### src/rtl/core_bram_stream_reader.sv
// Sequential BRAM read engine: issues consecutive addresses (modulo Depth), absorbs
// the 1-cycle read latency and presents the words as a valid/ready stream.
module core_bram_stream_reader #(
  parameter int DataWidth = 8,
  parameter int Depth     = 784,
  parameter int AddrW     = $clog2(Depth + 1)
) (
  input  logic                 clk_i,
  input  logic                 rst_ni,
  input  logic                 start_i,
  input  logic [AddrW-1:0]     base_addr_i,
  input  logic [AddrW-1:0]     length_i,
  output logic                 busy_o,
  output logic                 done_o,
  output logic [AddrW-1:0]     bram_addr_o,
  output logic                 bram_write_en_o,
  input  logic [DataWidth-1:0] bram_data_i,
  output logic [DataWidth-1:0] m_data_o,
  output logic                 m_valid_o,
  input  logic                 m_ready_i
);

  typedef enum logic [1:0] {
    ST_IDLE,
    ST_READ,
    ST_DRAIN,
    ST_DONE
  } state_t;

  localparam logic [AddrW-1:0] LastAddr = AddrW'(Depth - 1);
  localparam logic [AddrW-1:0] OneWord  = AddrW'(1);

  state_t               state_reg, state_next;
  logic [AddrW-1:0]     addr_cnt_reg, addr_cnt_next;
  logic [AddrW-1:0]     issue_left_reg, issue_left_next;
  logic [AddrW-1:0]     addr_hold_reg;
  logic                 inflight_reg;
  logic [1:0]           fifo_count_reg;
  logic                 wr_ptr_reg, rd_ptr_reg;
  logic [DataWidth-1:0] fifo_mem_reg [2];

  logic       issue;
  logic       push;
  logic       pop;
  logic [2:0] credit;

  assign push      = inflight_reg;
  assign m_valid_o = (fifo_count_reg != 2'd0);
  assign pop       = m_valid_o & m_ready_i;
  assign m_data_o  = fifo_mem_reg[rd_ptr_reg];

  // Occupancy the FIFO will have after this cycle's pop plus the word already
  // in flight; one more read fits only while this stays at 1 or below.
  assign credit = {1'b0, fifo_count_reg} - {2'b00, pop} + {2'b00, inflight_reg};

  assign busy_o          = (state_reg != ST_IDLE);
  assign done_o          = (state_reg == ST_DONE);
  assign bram_write_en_o = 1'b0;
  assign bram_addr_o     = issue ? addr_cnt_reg : addr_hold_reg;

  always_comb begin
    state_next      = state_reg;
    addr_cnt_next   = addr_cnt_reg;
    issue_left_next = issue_left_reg;
    issue           = 1'b0;
    case (state_reg)
      ST_IDLE: begin
        if (start_i) begin
          addr_cnt_next   = base_addr_i;
          issue_left_next = length_i;
          state_next      = (length_i == '0) ? ST_DONE : ST_READ;
        end
      end
      ST_READ: begin
        issue = (credit <= 3'd1);
        if (issue) begin
          addr_cnt_next   = (addr_cnt_reg == LastAddr) ? '0 : addr_cnt_reg + OneWord;
          issue_left_next = issue_left_reg - OneWord;
          if (issue_left_reg == OneWord) begin
            state_next = ST_DRAIN;
          end
        end
      end
      ST_DRAIN: begin
        // Finish once the buffer empties on this cycle's handshake and nothing is in flight.
        if (!inflight_reg &&
            ((fifo_count_reg == 2'd0) || ((fifo_count_reg == 2'd1) && pop))) begin
          state_next = ST_DONE;
        end
      end
      ST_DONE: begin
        state_next = ST_IDLE;
      end
      default: begin
        state_next = ST_IDLE;
      end
    endcase
  end

  always_ff @(posedge clk_i or negedge rst_ni) begin
    if (!rst_ni) begin
      state_reg      <= ST_IDLE;
      addr_cnt_reg   <= '0;
      issue_left_reg <= '0;
      addr_hold_reg  <= '0;
      inflight_reg   <= 1'b0;
    end else begin
      state_reg      <= state_next;
      addr_cnt_reg   <= addr_cnt_next;
      issue_left_reg <= issue_left_next;
      inflight_reg   <= issue;
      if (issue) begin
        addr_hold_reg <= addr_cnt_reg;
      end
    end
  end

  always_ff @(posedge clk_i or negedge rst_ni) begin
    if (!rst_ni) begin
      fifo_count_reg <= 2'd0;
      wr_ptr_reg     <= 1'b0;
      rd_ptr_reg     <= 1'b0;
    end else begin
      fifo_count_reg <= fifo_count_reg + {1'b0, push} - {1'b0, pop};
      if (push) begin
        wr_ptr_reg <= ~wr_ptr_reg;
      end
      if (pop) begin
        rd_ptr_reg <= ~rd_ptr_reg;
      end
    end
  end

  generate
    for (genvar gi = 0; gi < 2; gi++) begin : g_fifo_entry
      always_ff @(posedge clk_i or negedge rst_ni) begin
        if (!rst_ni) begin
          fifo_mem_reg[gi] <= '0;
        end else if (push && (wr_ptr_reg == 1'(gi))) begin
          fifo_mem_reg[gi] <= bram_data_i;
        end
      end
    end
  endgenerate

endmodule

### config.mk
export PLATFORM = sky130hd
export DESIGN_NAME = core_bram_stream_reader
export DESIGN_NICKNAME = d
export VERILOG_FILES = /design/src/rtl/core_bram_stream_reader.sv
export SDC_FILE = /design/constraint.sdc
export NUM_CORES = 1
export LEC_CHECK = 0
export BUFFER_PORTS_ARGS = -buffer_cell sky130_fd_sc_hd__buf_2
export CAP_MARGIN = 20
export CORE_MARGIN = 2
export CORE_UTILIZATION = 55
export CTS_CLUSTER_SIZE = 16
export DETAILED_ROUTE_END_ITERATION = 8
export GPL_TIMING_DRIVEN = 0
export PLACE_DENSITY = 0.77
export SYNTH_ARGS = -nofsm -noshare
export SYNTH_HDL_FRONTEND = slang
export SYNTH_SLANG_ARGS = --single-unit
### constraint.sdc
create_clock -name clk_i -period 7.8 [get_ports clk_i]
set_clock_uncertainty 0.15 [all_clocks]
set_input_delay 1.56 -clock clk_i [delete_from_list [all_inputs] [get_ports clk_i]]
set_output_delay 1.56 -clock clk_i [all_outputs]
set_load 0.01 [all_outputs]
# Yosys cells after proc, flatten, opt, wreduce, memory -nomap -nowiden

Cells that the tools add are included.

RAM bits: 0
Memories: 0
Input bits: 32
Bits in read-only memories: 0
Bits in latches: 0
Flip-flop bits (word level): 53
Word-level logic and storage cells: 64

Shifts and indexed selects: 0
Muxes and demuxes: 18
Multipliers: 0
Bitwise gates (word level): 4
Reductions and logical operators: 14
Eq/ne operators: 10
$add $sub $neg: 6
Divide/modulo/power cells: 0
Magnitude comparators: 2

Operators with widths:

| cell                    | number |
|---|---|
| $mux W10                | 6 |
| $pmux W10 S2            | 2 |
| $mux W8                 | 3 |
| $add A10 B1 Y10 const B | 1 |
| $eq A10 B1 Y1 const B   | 1 |
| $eq A10 B10 Y1 const B  | 1 |
| $logic_not A10 Y1       | 1 |
| $mux W2                 | 5 |
| $sub A10 B1 Y10 const B | 1 |
| $ne A2 B2 Y1 const B    | 4 |
| $pmux W2 S4             | 1 |
| $reduce_bool A2 Y1      | 3 |
| $eq A2 B1 Y1 const B    | 2 |
| $eq A2 B2 Y1 const B    | 2 |
| $logic_and A1 B1 Y1     | 4 |
| $logic_not A2 Y1        | 2 |
| $reduce_and A4 Y1       | 1 |
| $add A3 B1 Y3           | 1 |
| $le A3 B1 Y1 const B    | 1 |
| $reduce_and A3 Y1       | 1 |
| $sub A2 B1 Y3           | 1 |
| $add A2 B1 Y2           | 1 |
| $ge A2 B2 Y1 const B    | 1 |
| $not A1 Y1              | 2 |
| other kinds (6)         | 6 |

# Longest topological paths before layout

Word-level depth: 7
Depth in mapped cells: 12
Depth with buffers taken out: 11

# Least setup slack after synthesis

Ideal clock, no wire load.

Path kind: input -> output
From: in m_ready_i
To: out bram_addr_o[0]
Data required time: 6090 ps
Cell stages on the path: 10
Slack: 2392 ps
Path buffers: 1
Arrival: 3698 ps
Cell sequence: and2_1 -> ha_1 -> inv_1 -> ha_1 -> inv_1 -> fa_1 -> xor2_1 -> nor2_1 -> buf_1 -> mux2_2

Word-level cells in the longest chain between the ends: 6

RTL lines:

| element            | RTL line | RTL |
|---|---|---|
| start: declaration | 20       | `input logic m_ready_i` |
| $and A1 B1 Y1      | 49       | `assign pop = m_valid_o & m_ready_i;` |
| $sub A2 B1 Y3      | 54       | `assign credit = {1'b0, fifo_count_reg} - {2'b00, pop} + {2'b00, inflight_reg};` |
| $add A3 B1 Y3      | 54       |  |
| $le A3 B1 Y1       | 75       | `issue = (credit <= 3'd1);` |
| $mux W1            | 66       | `case (state_reg)` |
| named net issue    | 42       | `logic issue;` |
| $mux W10           | n/a      |  |
| end: declaration   | 15       | `output logic [AddrW-1:0] bram_addr_o,` |

The timed path passes the listed nets, and every way through them passes these cells.

# Worst setup path in the final report

From: in m_ready_i
To: out bram_addr_o[0]

Word-level cells in the longest chain between the ends: 6

RTL lines:

| element         | RTL line | RTL |
|---|---|---|
| $and A1 B1 Y1   | 49       |  |
| named net pop   | 44       | `logic pop;` |
| $sub A2 B1 Y3   | 54       |  |
| $add A3 B1 Y3   | 54       |  |
| $le A3 B1 Y1    | 75       |  |
| $mux W1         | 66       |  |
| named net issue | 42       |  |
| $mux W10        | n/a      |  |

The timed path passes the listed nets, and every way through them passes these cells.

==> impl_metrics.env <==
export IMPL_rows=26
export IMPL_p_per_area_mw_per_mm2=426.1
export IMPL_grt_first_pass_wirelength_um=10070
export IMPL_wl_met3_um=278
export IMPL_ys_seq_area_frac=0.4623
export IMPL_post_cts_buffers=0
export IMPL_grt_total_usage=0.2115
export IMPL_core_sq_mm=0.005075
export IMPL_fin_setup_tns_ns=0
export IMPL_cp_arrival_ns=4.19
export IMPL_ys_seq_elements=53
export IMPL_cts_buffers=5
export IMPL_synth_cells=263
export IMPL_grt_remaining_overflow=0
export IMPL_tightest_slew_ns=0.6280
export IMPL_min_path_type="register to register"
export IMPL_wl_met1_um=2711
export IMPL_root_buffer="clkbuf_8"
export IMPL_postCtsResizedCells=0
export IMPL_synthXorXnorAreaFrac=0.01221
export IMPL_die_w_um=76.23
export IMPL_worstPathRequired_ns=6.09
export IMPL_layout_common_cells="buf_2, dfrtp_1, mux2_2"
export IMPL_relSlewSlack=0.5814
export IMPL_rsz0062_at_grt="no"
export IMPL_ys_types=53
export IMPL_gp_congestion=0.8392
export IMPL_synth_compound_area_frac=0.1444
export IMPL_fin_area_sq_mm=0.003319
export IMPL_vias_per_cell=5.612
export IMPL_vdd_drop_max_v=0.0001920
export IMPL_grt_pass1_vias=2165
export IMPL_synth_mux_area_frac=0.1474
export IMPL_wl_met2_um=2694
export IMPL_cts_hold_buffers_added=0
export IMPL_vias=2211
export IMPL_die_y_um=76.23
export IMPL_cap_violations=0
export IMPL_syn_to_final_growth_pct=15.70
export IMPL_synth_warnings=0
export IMPL_ys_flop_type="dfrtp_1"
export IMPL_cts_sinks=53
export IMPL_clkLatencyLatePin_ns=0.31
export IMPL_finalCritPeriodShare=0.7563
export IMPL_port_buffers=52
export IMPL_antennaDiodeCount=0
export IMPL_hold_viol=0
export IMPL_drt_iter0_drc=89
export IMPL_ant_nets=0
export IMPL_largest_reg_flops=16
export IMPL_dieArea_sq_mm=0.005810
export IMPL_synth_avg_cell_area_sq_um=10.91
export IMPL_startpoint_type="primary input"
export IMPL_grt_max_degree=29
export IMPL_wl_per_cell_um=14.58
export IMPL_postPlaceCellArea_sq_mm=0.003237
export IMPL_p_leak_nw=1.509
export IMPL_nets=366
export IMPL_synth_simple_area_share=0.1391
export IMPL_first_pass_iters=4
export IMPL_dp_hpwl_um=4163
export IMPL_antenna_found_initial=0
export IMPL_period_needed_ns=5.900
export IMPL_syn_nets=306
export IMPL_cp_max_fo=10
export IMPL_syn_area_sq_mm=0.002869
export IMPL_mostFrequentLayoutCell="buf_2"
export IMPL_route_detailed_drc=0
export IMPL_cts_tree="built"
export IMPL_drv_slew=0
export IMPL_crit_type="primary input to output port"
export IMPL_endpoint_kind="output port"
export IMPL_finalSetupViolCount=0
export IMPL_async_flop_share=1.000
export IMPL_io_pins=54
export IMPL_topRoutingLayerUsed="met4"
export IMPL_synth_edf_count=0
export IMPL_start_util=0.5653
export IMPL_path_clk_slew_ns=0.09
export IMPL_outcome="finished clean"
export IMPL_synth_fa_ha_area_frac=0.05059
export IMPL_fmax_mhz=169.5
export IMPL_totalWireLength_um=5743
export IMPL_drive_above_1_share=0.3333
export IMPL_clockBufferDepth=2
export IMPL_htree_levels=2
export IMPL_synth_top_family_by_area="multiplexers"
==> report_power, final <==
part / internal, mW / switching [mW]
clock: 0.0624 / 0.0865
sequential: 0.413 / 0.107
combinational: 0.356 / 0.390
==> per-layer routing <==
layer	track usage	vias up
li1	-	1081
met5	0	-
met4	0.05636	0
met2	0.3540	57
met1	0.2813	1067
met3	0.04384	6
==> stage by stage <==
step / power [mW] / cells / hold WS (ns) / setup WS, ns / util
2_1_floorplan: 1.057 / 263 / 0.3133 / 2.392 / -
3_3_place_gp: 1.244 / 385 / 0.3265 / 1.894 / 0.6339
3_5_place_dp: 1.273 / 386 / 0.3326 / 1.827 / 0.6378
4_1_cts: 1.428 / 394 / 0.3554 / 1.822 / 0.6541
5_1_grt: 1.545 / 394 / 0.3608 / 1.682 / 0.6541
6_report: 1.414 / 394 / 0.3508 / 1.900 / 0.6541
==> critical path: stages <==
cell and delay [ns]:
buf_2 0.10, and2_1 0.15, ha_1 0.27, inv_1 0.06, ha_1 0.13, inv_1 0.05, fa_1 0.54, nand2_1 0.13
nor2_1 0.17, buf_1 0.47, mux2_2 0.41, buf_2 0.14
==> kinds of logic after synthesis <==
kind of cell               Yosys count
and+or+nand+nor                     71
AOI/OAI and AO/OA                   58
DFF                                 53
muxes                               38
buffers and inverters               27
adders and majority gates           11
xor gates and xnor gates             4
other                                1
==> synth_stat cells, types with 7 or more instances <==
| library cell | count | area (sq um) |
|---|---|---|
| ha_1 | 10 | 125.1 |
| o21ai_0 | 12 | 60.06 |
| o22ai_1 | 9 | 56.30 |
| mux2_2 | 34 | 382.9 |
| a21oi_1 | 7 | 35.03 |
| inv_1 | 14 | 52.55 |
| clkbuf_1 | 7 | 26.28 |
| nor2_1 | 12 | 45.04 |
| nor3_1 | 7 | 35.03 |
| nand2_1 | 12 | 45.04 |
| nand2b_1 | 7 | 43.79 |
| dfrtp_1 | 53 | 1326 |
==> layout make-up <==
cell class                 instances  area [sq um]
multi-input combinational        183          1420
tap                               70         87.58
fill                             432          1755
clock inverter                     2         10.01
inverter                          14         52.55
buffer                            13         70.07
sequential                        53          1326
timing repair buffer              53         280.3
clock buffer                       6         72.57
==> final timing paths <==
check / startpoint / endpoint / slack [ns] / depth (start not counted)
min reg2reg: addr_hold_reg[2] / addr_hold_reg[2] / 0.35 / 1
max reg2reg: fifo_count_reg[1] / addr_cnt_reg[0] / 4.12 / 12
min: addr_hold_reg[2] / addr_hold_reg[2] / 0.35 / 1
max: m_ready_i / bram_addr_o[0] / 1.90 / 12
min in group asynchronous: rst_ni / rd_ptr_reg / 1.11 / 1
max in group asynchronous: rst_ni / addr_hold_reg[6] / 5.83 / 2
No activity file was read; power rests on OpenSTA's default activity.
